===== src/rtl/add_sched_pkg.sv =====
// Shared encodings for the two-requester add/sub scheduler.
// Imported by the arbiter and the top.
package add_sched_pkg;

    localparam logic [1:0] S_IDLE = 2'd0;
    localparam logic [1:0] S_LO   = 2'd1;
    localparam logic [1:0] S_HI   = 2'd2;
    localparam logic [1:0] S_RESP = 2'd3;

    localparam int OP_SUB  = 0;
    localparam int OP_WIDE = 1;

    localparam int F_ZF = 0;
    localparam int F_PF = 1;
    localparam int F_SF = 2;
    localparam int F_OF = 3;
    localparam int F_CF = 4;

    typedef struct packed {
        logic        id;
        logic        sub;
        logic        wide;
        logic [63:0] a;
        logic [63:0] b;
    } job_t;

    function automatic logic [4:0] mk_flags(
        input logic cf,
        input logic of,
        input logic sf,
        input logic pf,
        input logic zf
    );
        logic [4:0] f;
        f       = '0;
        f[F_CF] = cf;
        f[F_OF] = of;
        f[F_SF] = sf;
        f[F_PF] = pf;
        f[F_ZF] = zf;
        return f;
    endfunction

endpackage


===== src/rtl/rr_arb2.sv =====
// Two-way round-robin arbiter; pointer names the favoured requester
// and moves to the other one whenever a grant is taken.
module rr_arb2
    import add_sched_pkg::*;
#(
    parameter bit PRIO_INIT = 1'b0
) (
    input  logic       clk,
    input  logic       rst_n,
    input  logic [1:0] req,
    input  logic       en,
    output logic [1:0] gnt
);

    logic ptr;

    always_comb begin
        gnt = 2'b00;
        if (en) begin
            if (req == 2'b11) gnt = ptr ? 2'b10 : 2'b01;
            else              gnt = req;
        end
    end

    always_ff @(posedge clk or negedge rst_n) begin
        if (!rst_n)      ptr <= PRIO_INIT;
        else if (|gnt)   ptr <= ~gnt[1];
    end

endmodule


===== src/rtl/add_sched.sv =====
// Shares one 32-bit add/sub between two requesters; wide ops take
// a low pass then a high pass that consumes the stored carry.
module add_sched
    import add_sched_pkg::*;
#(
    parameter bit PRIO_INIT = 1'b0
) (
    input  logic        clk,
    input  logic        rst_n,
    input  logic        r0_valid,
    output logic        r0_ready,
    input  logic [1:0]  r0_op,
    input  logic [63:0] r0_a,
    input  logic [63:0] r0_b,
    input  logic        r1_valid,
    output logic        r1_ready,
    input  logic [1:0]  r1_op,
    input  logic [63:0] r1_a,
    input  logic [63:0] r1_b,
    output logic        rsp_valid,
    input  logic        rsp_ready,
    output logic        rsp_id,
    output logic [63:0] rsp_s,
    output logic [4:0]  rsp_flags
);

    logic [1:0]  state;
    job_t        job;
    logic        carry;
    logic [31:0] lo;
    logic [1:0]  gnt;
    logic        accept;

    rr_arb2 #(.PRIO_INIT(PRIO_INIT)) u_arb (
        .clk   (clk),
        .rst_n (rst_n),
        .req   ({r1_valid, r0_valid}),
        .en    (state == S_IDLE),
        .gnt   (gnt)
    );

    assign r0_ready = gnt[0];
    assign r1_ready = gnt[1];
    assign accept   = |gnt;

    logic        hi_pass;
    logic [31:0] x;
    logic [31:0] y;
    logic        cin;
    logic [32:0] sum;
    logic        cout;
    logic        c31;
    logic [63:0] res;
    logic [4:0]  flags;

    // single adder: operand halves and carry-in selected by pass
    always_comb begin
        hi_pass = (state == S_HI);
        x       = hi_pass ? job.a[63:32] : job.a[31:0];
        y       = hi_pass ? job.b[63:32] : job.b[31:0];
        y       = y ^ {32{job.sub}};
        cin     = hi_pass ? carry : job.sub;
        sum     = {1'b0, x} + {1'b0, y} + {32'd0, cin};
        cout    = sum[32];
        c31     = x[31] ^ y[31] ^ sum[31];
        res     = hi_pass ? {sum[31:0], lo} : {32'd0, sum[31:0]};
        flags   = mk_flags(cout ^ job.sub, c31 ^ cout, sum[31],
                           ~^res[7:0], ~|res);
    end

    always_ff @(posedge clk or negedge rst_n) begin
        if (!rst_n) begin
            state     <= S_IDLE;
            job       <= '0;
            carry     <= 1'b0;
            lo        <= '0;
            rsp_valid <= 1'b0;
            rsp_id    <= 1'b0;
            rsp_s     <= '0;
            rsp_flags <= '0;
        end else begin
            unique case (state)
                S_IDLE: begin
                    if (accept) begin
                        job.id   <= gnt[1];
                        job.sub  <= gnt[1] ? r1_op[OP_SUB]  : r0_op[OP_SUB];
                        job.wide <= gnt[1] ? r1_op[OP_WIDE] : r0_op[OP_WIDE];
                        job.a    <= gnt[1] ? r1_a : r0_a;
                        job.b    <= gnt[1] ? r1_b : r0_b;
                        state    <= S_LO;
                    end
                end
                S_LO: begin
                    lo    <= sum[31:0];
                    carry <= cout;
                    if (job.wide) begin
                        state <= S_HI;
                    end else begin
                        rsp_valid <= 1'b1;
                        rsp_id    <= job.id;
                        rsp_s     <= res;
                        rsp_flags <= flags;
                        state     <= S_RESP;
                    end
                end
                S_HI: begin
                    rsp_valid <= 1'b1;
                    rsp_id    <= job.id;
                    rsp_s     <= res;
                    rsp_flags <= flags;
                    state     <= S_RESP;
                end
                S_RESP: begin
                    if (rsp_ready) begin
                        rsp_valid <= 1'b0;
                        state     <= S_IDLE;
                    end
                end
                default: state <= S_IDLE;
            endcase
        end
    end

endmodule


===== config.mk =====
export PLATFORM = sky130hd
export DESIGN_NAME = add_sched
export DESIGN_NICKNAME = d
export VERILOG_FILES = /design/src/rtl/add_sched_pkg.sv /design/src/rtl/rr_arb2.sv /design/src/rtl/add_sched.sv
export SDC_FILE = /design/constraint.sdc
export NUM_CORES = 1
export LEC_CHECK = 0
export BUFFER_PORTS_ARGS = -buffer_cell sky130_fd_sc_hd__buf_2
export CELL_PAD_IN_SITES_DETAIL_PLACEMENT = 1
export CELL_PAD_IN_SITES_GLOBAL_PLACEMENT = 2
export CORE_ASPECT_RATIO = 0.9
export CORE_MARGIN = 2
export CORE_UTILIZATION = 34
export CTS_BUF_LIST = sky130_fd_sc_hd__clkbuf_8
export DETAILED_ROUTE_END_ITERATION = 10
export GPL_ROUTABILITY_DRIVEN = 0
export PLACE_DENSITY = 0.92
export SYNTH_ARGS = -nofsm -noshare
export SYNTH_HDL_FRONTEND = slang
export SYNTH_HIERARCHICAL = 1
export SYNTH_SLANG_ARGS = --single-unit

===== constraint.sdc =====
create_clock -name clk -period 6.4 [get_ports clk]
set_input_delay 1.28 -clock clk [delete_from_list [all_inputs] [get_ports clk]]
set_output_delay 1.28 -clock clk [all_outputs]
set_load 0.02 [all_outputs]

# ---- After elaboration in Yosys (flattened, before gate mapping)
# Index checks and enable logic that the tools add are counted.
dict set report word_totals {
  regBits 238
  latch_bits 0
  ramBits 0
  mem_bits_ro 0
  in_bits 265
  word_cells 63
  n_memories 0
}
dict set report classes {
  add_sub_neg 2
  multipliers 0
  div_mod_pow 0
  n_lt_le_gt_ge 0
  n_eq_ne 7
  shift 0
  muxes 24
  bitwise 6
  reduce_logical 11
}
# cell n
set ops {}
lappend ops {{64-bit 2-to-1 mux} 4}
lappend ops {{64-bit case mux with 2 select lines} 1}
lappend ops {{32-bit 2-to-1 mux} 2}
lappend ops {{64-bit OR reduction} 1}
lappend ops {{32-bit by 32-bit adder with 33-bit output} 1}
lappend ops {{33-bit by 1-bit adder with 33-bit output} 1}
lappend ops {{32-bit bitwise XOR} 1}
lappend ops {{2-bit 2-to-1 mux} 5}
lappend ops {{5-bit case mux with 2 select lines} 1}
lappend ops {{2-bit case mux with 4 select lines} 1}
lappend ops {{8-bit XNOR reduction} 1}
lappend ops {{1-bit 2-to-1 mux} 7}
lappend ops {{2-bit equality test, second input constant} 3}
lappend ops {{2-bit inequality test, second input constant} 3}
lappend ops {{2-bit AND reduction} 3}
lappend ops {{5-bit 2-to-1 mux} 1}
lappend ops {{1-bit bitwise XOR} 4}
lappend ops {{1-bit case mux with 3 select lines} 1}
lappend ops {{3-bit AND reduction} 1}
lappend ops {{3-bit nonzero test} 1}
lappend ops {{2-bit by 1-bit equality test with 1-bit output, second input constant} 1}
lappend ops {{2-bit logical NOT} 1}
lappend ops {{1-bit case mux with 2 select lines} 1}
lappend ops {{2-bit nonzero test} 1}
lappend ops {{3 further kinds} 3}

# ---- Longest topological paths before layout
# Gate-level depths: netlist of run 1.
dict set report logic_depth {
  ltp_word 10
  ltp_mapped 22
}

# ---- Hierarchy
# Netlist of run 1, hierarchy kept.
# module n_inst cells_each area_per_inst_um2 seq_area_each_um2
set by_module_without_submodules {}
lappend by_module_without_submodules {add_sched 1 1355 13437.9 5930.7}
lappend by_module_without_submodules {rr_arb2 1 8 61.3 25.0}

# ---- Least setup slack after synthesis of run 1
# Ideal clock, no wire load.
dict set report synth_timing {
  path_kind {register to register}
  start {register state[0]}
  end {register rsp_flags[0]}
  setup_ns 0.092
  arrival_time_ns 5.041
  t_required_ns 6.308
  path_slack_ns 1.267
  path_stages_with_launch 19
  n_path_buf 3
  synth_period_minus_slack_ns 5.133
  cell_sequence {dfrtp_1 inv_1 ha_1 buf_4 clkbuf_1 buf_1 mux2_2 fa_1 fa_1 a211oi_2 o21ba_2 a22oi_1 a2111o_1 or3_1 and2_1 a2111oi_2 nor4b_2 o2111ai_1 o31ai_2}
}
dict set report synth_via {
  elab_chain_cells 10
  word_cells_on_any_way 16
}
# element line_no
set synth_rtl {}
lappend synth_rtl {{start: declaration} add_sched.sv:27} ;# logic [1:0] state;
lappend synth_rtl {{start signal: assignment} add_sched.sv:73} ;# state <= S_IDLE;
lappend synth_rtl {{start signal: assignment} add_sched.sv:90} ;# state <= S_LO;
lappend synth_rtl {{start signal: assignment} add_sched.sv:97} ;# state <= S_HI;
lappend synth_rtl {{2-bit equality test} {add_sched.sv:58, add_sched.sv:82}}
lappend synth_rtl {{32-bit 2-to-1 mux} add_sched.sv:60} ;# y = hi_pass ? job.b[63:32] : job.b[31:0];
lappend synth_rtl {{32-bit bitwise XOR} add_sched.sv:61} ;# y = y ^ {32{job.sub}};
lappend synth_rtl {{32-bit by 32-bit adder with 33-bit output} add_sched.sv:63} ;# sum = {1'b0, x} + {1'b0, y} + {32'd0, cin};
lappend synth_rtl {{33-bit by 1-bit adder with 33-bit output} add_sched.sv:63}
lappend synth_rtl {{64-bit 2-to-1 mux} add_sched.sv:66} ;# res = hi_pass ? {sum[31:0], lo} : {32'd0, sum[31:0]};
lappend synth_rtl {{64-bit OR reduction} add_sched.sv:68} ;# ~^res[7:0], ~|res);
lappend synth_rtl {{1-bit logical NOT} add_sched.sv:68}
lappend synth_rtl {{5-bit 2-to-1 mux} add_sched.sv:96} ;# if (job.wide) begin
lappend synth_rtl {{5-bit case mux with 2 select lines} add_sched.sv:82} ;# unique case (state)
lappend synth_rtl {{end signal: assignment} add_sched.sv:102} ;# rsp_flags <= flags;
lappend synth_rtl {{end signal: assignment} add_sched.sv:110} ;# rsp_flags <= flags;
lappend synth_rtl {{end: declaration} add_sched.sv:24} ;# output logic [4:0] rsp_flags
# Several ways; a longest one is shown, not always the timed one. The select of a mux whose other input is x is not followed.
# A chain may end at the register's enable or synchronous reset.

# ---- Final worst setup path of run 1
# Same ends and word-level chain as after synthesis.

==> summary.md, run 1 <==
| Metric | Value |
|---|---|
| Status | completed |
| Post-Route Utilization | 42.07% |
| Num rows | 69 |
| Worst hold stages | 2 |
| Nets | 1968 |
| Number of DRC markers in iteration 0 | 699 |
| Post-synthesis async set-or-reset flop share | 100.0% |
| Final Critical Period | 5527 ps |
| Initial DRT Pass Iterations | 5 |
| Synth top area cells | dfrtp_1 (44%), mux2i_1 (14%), o21ai_0 (7.0%) |
| Area of the multi-input gates | 0.007179 sq mm |
| Synth warn | 6 |
| Reg clk slew, reported paths | 60 ps |
| Mapped Cells | 1363 |
| IO Port Bufs | 337 |
| Tightest Pin Transition | 1079 ps |
| Post-CTS sizing | 0 |
| Buf/Inv on CP | 2 |
| RSZ-0062 raised after global routing | false |
| CTS Buf Count | 44 |
| Worst-skew pair later-pin latency | 570 ps |
| Layout area overhead | 22.41% |
| Critical path arrival | 6010 ps |
| Die Span Y | 193.0 um |
| Mux cell area share after synthesis | 19.66% |
| Share of cells above drive strength 1 | 29.03% |
| Simple-Gate Fraction of Synth Area | 9.908% |
| Mapped cell area | 0.01350 sq mm |
| Dpl hpwl | 33.24 mm |
| Syn Nets | 1669 |
| Core Area | 0.03928 sq mm |
| Critical path class | reg -> reg |
| CTS Hold Bufs | 0 |
| CTS tree | done |
| EDFF count, synth | 0 |
| Synth cell types | 63 |
| Postcts setup bufs | 0 |
| Worst slew margin | 28.04% |
| Largest family of logic cells by synthesized area | multiplexers |
| Max-slew violations | 0 |
| Crit-path leading delay family | simple AND/OR/NAND/NOR gates |
| Crit path cell chain | inv_1, ha_4, buf_4, mux2_2, ha_1, a21o_1, and4_1, nor3_1, o21ai_0, xor2_1, mux2i_1, ha_1, nand4_1, or4_1, nor3_1, o211ai_1, nor4b_2, o2111ai_1, o31ai_2 |
| Final setup vio count | 0 |
| Drt drc | 0 |
| Deepest clock path buffer count | 3 |
| CTS root buf | clkbuf_8 |
| First-pass GRT wire length | 67.79 mm |
| Antenna violations before repair | 0 |
| Final WL | 43.37 mm |
| Sequential fraction of the synthesis area | 44.12% |
| Die Width | 214.0 um |
| GRT Residual Overflow | 0 |
| Worst setup SP type | register |
| TritonCTS Sinks | 238 |
| Initial core utilization | 34.37% |
| Via density | 5.099 |
| Gr usage total | 21.01% |
| DR vias | 11320 |
| Vias in the first global route | 12000 |
| Maxcap violations | 0 |
| Ant diodes | 0 |
| DR WL/cell | 19.53 um |
| Post-synthesis compound-gate area fraction | 15.03% |
| Layout Skew | 20.46 ps |
| Synth Area in Adders | 3.911% |
| Count leader, synth | dfrtp_1 |
| Top cells by count, synth | dfrtp_1 (238), nand2_1 (209), mux2i_1 (192), o21ai_0 (189), clkbuf_1 (70) |
| Avg Inst Size Synth | 9.904 sq um |
| Worst Path Max Fanout | 33 |
| Synth top area share | 44.12% |
| I/O Pins | 338 |
| Final-report hold violation count | 0 |
| Largest net degree at the start of global routing | 261 |
| Final period utilization | 86.37% |
| FF/Latch Area | 0.005957 sq mm |
| Worst hold path type | reg -> reg |
| Largest area contributor in the netlist | dfrtp_1 |
| Xor and xnor fraction of the mapped netlist area | 4.282% |
| CP Capture Type | register |
| Slowest Stage Delay on Critical Path | 540 ps |
| Crit-path slowest cell | ha_4 |
| Maximum clock rate | 180.9 MHz |
| Post-DRT Antenna Nets | 0 |
| Setup TNS | 0 ps |
| Fillcell total | 4553 |
| R2r worst-path depth | 19 |
| Data required, critical path | 6880 ps |
| Ys flop type | dfrtp_1 |
| #FFs+latches synth | 238 |
| Die Area | 0.04132 sq mm |
| Stages on worst setup path | 19 |
| H-tree depth | 2 |
-- placed cells by master (no fill, tap or decap), drive strengths merged, types with 3 or more instances in the layout --
cell     netlist  routed
a211oi         9       9
a21o          14      14
a21oi         54      54
a22o          27      27
a31oi          3       3
and2           3       3
buf           24     347
clkbuf        70      54
dfrtp        238     238
ha            39      39
inv           14      28
mux2          65      65
mux2i        192     192
nand2        209     209
nand2b         5       5
nand3          7       7
nand4          8       8
nor2          39      39
nor2b          5       5
nor3          13      13
nor4           3       3
nor4b          4       4
o2111ai        5       5
o211ai         3       3
o21ai        198     198
o311ai         3       3
o31ai          6       6
or4            5       5
xnor2         53      53
xor2          13      13
-- logic make-up (layout without fill, tap and decap cells) --
family	after synthesis	in the layout
DFF	238	238
AOI/OAI and AO/OA	342	342
xor gates and xnor gates	66	66
adders and majority gates	41	41
and+or+nand+nor	311	311
buffers and inverters	108	433
muxes	257	257
-- stage by stage --
stage	cells	cell area, sq um	worst slack (ps)	hold slack (ps)
after floorplan	1363	13500	1267	444.4
after global placement	2148	15650	1029	456.7
after detailed placement	2148	15650	877.8	465.2
after CTS	2220	16520	851.6	478.8
after global routing	2220	16520	450.1	496.7
final	2220	16520	872.5	471.6
-- final timing paths --
path	start	end	slack (ps)
max in group asynchronous	rst_n	job[92]	4180
worst max register to register	state[0]	rsp_flags[0]	870
worst min register to register	job[100]	job[100]	470
worst max-delay path	state[0]	rsp_flags[0]	870
worst min-delay path	job[100]	job[100]	470
min in group asynchronous	rst_n	job[128]	800
-- worst reg2reg max path: cells and delay by family, from the launching register on --
family / cells / cell delay (ps)
AND/OR/NAND/NOR: 6 / 1600
adder cells (fa/ha/maj): 3 / 1030
AO/OA/AOI/OAI: 5 / 850
buffers and inverters: 2 / 700
multiplexers: 2 / 650
flip-flops: 1 / 430
XOR/XNOR: 1 / 200
-- layout make-up --
class | count | share of cell area, %
Inverter | 14 | 0.3180
Multi-Input combinational cell | 1017 | 43.45
Clock buffer | 54 | 4.498
Timing Repair Buffer | 347 | 10.87
Sequential cell | 238 | 36.05
Tap cell | 532 | 4.028
Clock inverter | 18 | 0.7875
-- sequential cells by signal (all words and copies together) (netlist names) --
name       count
rsp_flags      5
u_arb/ptr      1
carry          1
rsp_id         1
lo            32
job          131
rsp_valid      1
state          2
rsp_s         64
-- routing by layer --
layer / vias to the layer above / wire length, um / share of wire [%] / global-route usage, %
met5: - / 0 / 0 / 0
met4: 0 / 960 / 2.2 / 5.325
met3: 76 / 2145 / 4.9 / 3.733
met2: 327 / 20800 / 48 / 36.51
met1: 5466 / 19460 / 45 / 27.23
li1: 5450 / - / - / -
Power of run 1 is left out: the tool's default activity adds up to more than one toggle a clock period on the data nets, which glitch-free logic cannot reach.
==> run 2, diff against run 1 <==
--- a/config.mk
+++ b/config.mk
@@ -15,6 +15,7 @@
 export DETAILED_ROUTE_END_ITERATION = 10
 export GPL_ROUTABILITY_DRIVEN = 0
 export PLACE_DENSITY = 0.92
+export RECOVER_POWER = 100
 export SYNTH_ARGS = -nofsm -noshare
 export SYNTH_HDL_FRONTEND = slang
 export SYNTH_HIERARCHICAL = 1
==> summary.md, run 2 (synthesized netlist as in run 1, its figures left out) <==
| Metric | Value |
|---|---|
| Status | complete, but fails checks (was completed) |
| Failing checks | capacitance limit, slew limit |
| CP Capture Type | register (unchanged) |
| Tightest Pin Transition | 4392 ps (was 1079 ps) |
| Die Span Y | 193.0 um (unchanged) |
| CTS Hold Bufs | 0 (unchanged) |
| DR WL/cell | 19.65 um (was 19.53 um) |
| Post-CTS sizing | 0 (unchanged) |
| Share of cells above drive strength 1 | 24.23% (was 29.03%) |
| CTS root buf | clkbuf_8 (unchanged) |
| Post-Route Utilization | 41.64% (was 42.07%) |
| Die Area | 0.04132 sq mm (unchanged) |
| Layout area overhead | 21.18% (was 22.41%) |
| Commonest cells after routing, fill and taps aside | buf_2 (264), dfrtp_1 (237), nand2_1 (209), o21ai_0 (195), mux2i_1 (192) (was buf_2 (336), dfrtp_1 (237), nand2_1 (209), mux2i_1 (192), o21ai_0 (189)) |
| Via density | 5.113 (was 5.099) |
| Layout Cells excl Fill | 2220 (unchanged) |
| Hold_sp | job[100] (unchanged) |
| CTS Buf Count | 44 (unchanged) |
| IO Port Bufs | 337 (unchanged) |
| Fillcell total | 4581 (was 4553) |
| GRT Residual Overflow | 0 (unchanged) |
| Slowest Stage Delay on Critical Path | 530 ps (was 540 ps) |
| TritonCTS Sinks | 238 (unchanged) |
| Register-to-register setup slack | 720 ps (was 870 ps) |
| Post-DRT Antenna Nets | 0 (unchanged) |
| RSZ-0062 raised after global routing | false (unchanged) |
| Num rows | 69 (unchanged) |
| Critical path arrival | 6160 ps (was 6010 ps) |
| Largest register FFs | 131 (unchanged) |
| Dpl cells | 2148 (unchanged) |
| Layout Skew | 20.99 ps (was 20.46 ps) |
| Max-slew violations | 652 (was 0) |
| Worst-skew pair later-pin latency | 570 ps (about the same) |
| Crit-path slowest cell | buf_4 (was ha_4) |
| Final Critical Period | 5684 ps (was 5527 ps) |
| H-tree depth | 2 (unchanged) |
| Reg clk slew, reported paths | 60 ps (about the same) |
| Maximum clock rate | 175.9 MHz (was 180.9 MHz) |
| Dpl hpwl | 33.24 mm (unchanged) |
| Postcts setup bufs | 0 (unchanged) |
| Worst setup SP type | register (unchanged) |
| Drt drc | 0 (unchanged) |
| Crit path cell chain | inv_1, ha_4, buf_4, mux2_1, ha_1, a21o_1, and4_1, nor3_1, o21ai_0, xor2_1, mux2i_1, ha_1, nand4_1, or4_1, nor3_1, o211ai_1, nor4b_1, o2111ai_1, o31ai_2 (was inv_1, ha_4, buf_4, mux2_2, ha_1, a21o_1, and4_1, nor3_1, o21ai_0, xor2_1, mux2i_1, ha_1, nand4_1, or4_1, nor3_1, o211ai_1, nor4b_2, o2111ai_1, o31ai_2) |
| Initial DRT Pass Iterations | 5 (unchanged) |
| Setup TNS | 0 ps (unchanged) |
| Placed Area | 0.01565 sq mm (unchanged) |
| Largest Register | job (unchanged) |
| Worst hold path type | reg -> reg (unchanged) |
| Biggest regs | job (131), rsp_s (64), lo (32) (unchanged) |
| Ant diodes | 0 (unchanged) |
| Worst slew margin | -192.8% (was 28.04%) |
| Number of DRC markers in iteration 0 | 738 (was 699) |
| Core Area | 0.03928 sq mm (unchanged) |
| Final WL | 43.61 mm (was 43.37 mm) |
| Final-report hold violation count | 0 (unchanged) |
| Die Width | 214.0 um (unchanged) |
| Antenna violations before repair | 0 (unchanged) |
| Largest net degree at the start of global routing | 261 (unchanged) |
| Most common library cell in the layout ignoring fill and taps | buf_2 (unchanged) |
| CTS tree | done (unchanged) |
| Worst Path Max Fanout | 33 (unchanged) |
| Gr usage total | 21.01% (unchanged) |
| Critical path class | reg -> reg (unchanged) |
| Crit path launch | state[0] (unchanged) |
| Initial core utilization | 34.37% (unchanged) |
| Vias in the first global route | 12000 (unchanged) |
| FF-to-FF Start | state[0] (unchanged) |
| Post-route cell area | 0.01636 sq mm (was 0.01652 sq mm) |
| I/O Pins | 338 (unchanged) |
| Final setup vio count | 0 (unchanged) |
| Maxcap violations | 6 (was 0) |
| DR vias | 11350 (was 11320) |
| Final period utilization | 88.81% (was 86.37%) |
| First-pass GRT wire length | 67.79 mm (unchanged) |
| Deepest clock path buffer count | 3 (unchanged) |
| Nets | 1968 (unchanged) |
| Data required, critical path | 6880 ps (about the same) |
run 2: cell count changes in the layout (fill, tap and decap cells not counted), moves of 2 or more:
| cell | previous run | this run |
|---|---|---|
| mux2_1 | 0 | 2 |
| buf_2 | 336 | 264 |
| mux2_2 | 65 | 63 |
| a21oi_1 | 49 | 51 |
| clkbuf_2 | 0 | 5 |
| buf_4 | 8 | 4 |
| o21ai_1 | 7 | 2 |
| clkbuf_1 | 0 | 73 |
| o21ai_0 | 189 | 195 |
run 2: per-stage QoR:
stage / setup slack, ps / hold WS [ps]
6_report: 715.8 / 471.9
5_1_grt: 245.1 / 496.7
4_1_cts: 851.6 / 478.8
3_5_place_dp: 877.8 / 465.2
3_3_place_gp: 1029 / 456.7
2_1_floorplan: 1267 / 444.4
run 2: final cells by class:
type	instances	area (sq um)	area share, %
Clock inverter	18	130.1	0.7955
Tap cell	532	665.6	4.069
Inverter	14	52.55	0.3212
Clock buffer	54	743.2	4.543
Timing Repair Buffer	347	1670	10.21
Sequential cell	238	5957	36.42
Multi-Input combinational cell	1017	7139	43.64
run 2: final timing paths:
path                                 to  depth (start not counted)
setup / recovery           rsp_flags[0]                         19
hold / removal                 job[100]                          2
setup reg to reg           rsp_flags[0]                         19
hold reg to reg                job[100]                          2
max in group asynchronous       job[92]                          2
min in group asynchronous      job[128]                          1
run 2: routing by layer:
| metal | GRT usage, % | routed length, um | up-vias | part of all wire (%) |
|---|---|---|---|---|
| met3 | 3.733 | 2133 | 72 | 4.9 |
| met2 | 36.51 | 20920 | 331 | 48 |
| met4 | 5.325 | 943 | 0 | 2.2 |
| met1 | 27.23 | 19620 | 5497 | 45 |
| met5 | 0 | 0 | - | 0 |
| li1 | - | - | 5450 | - |
run 2: worst max-delay path: cells and delay by family, from the launching register on:
family / cells / cell delay [ps]
buffers and inverters: 2 / 670
AO/OA/AOI/OAI: 5 / 860
AND/OR/NAND/NOR: 6 / 1740
multiplexers: 2 / 640
adder cells (fa/ha/maj): 3 / 1020
flip-flops: 1 / 420
XOR/XNOR: 1 / 200
Power of run 2 is left out for the same reason.
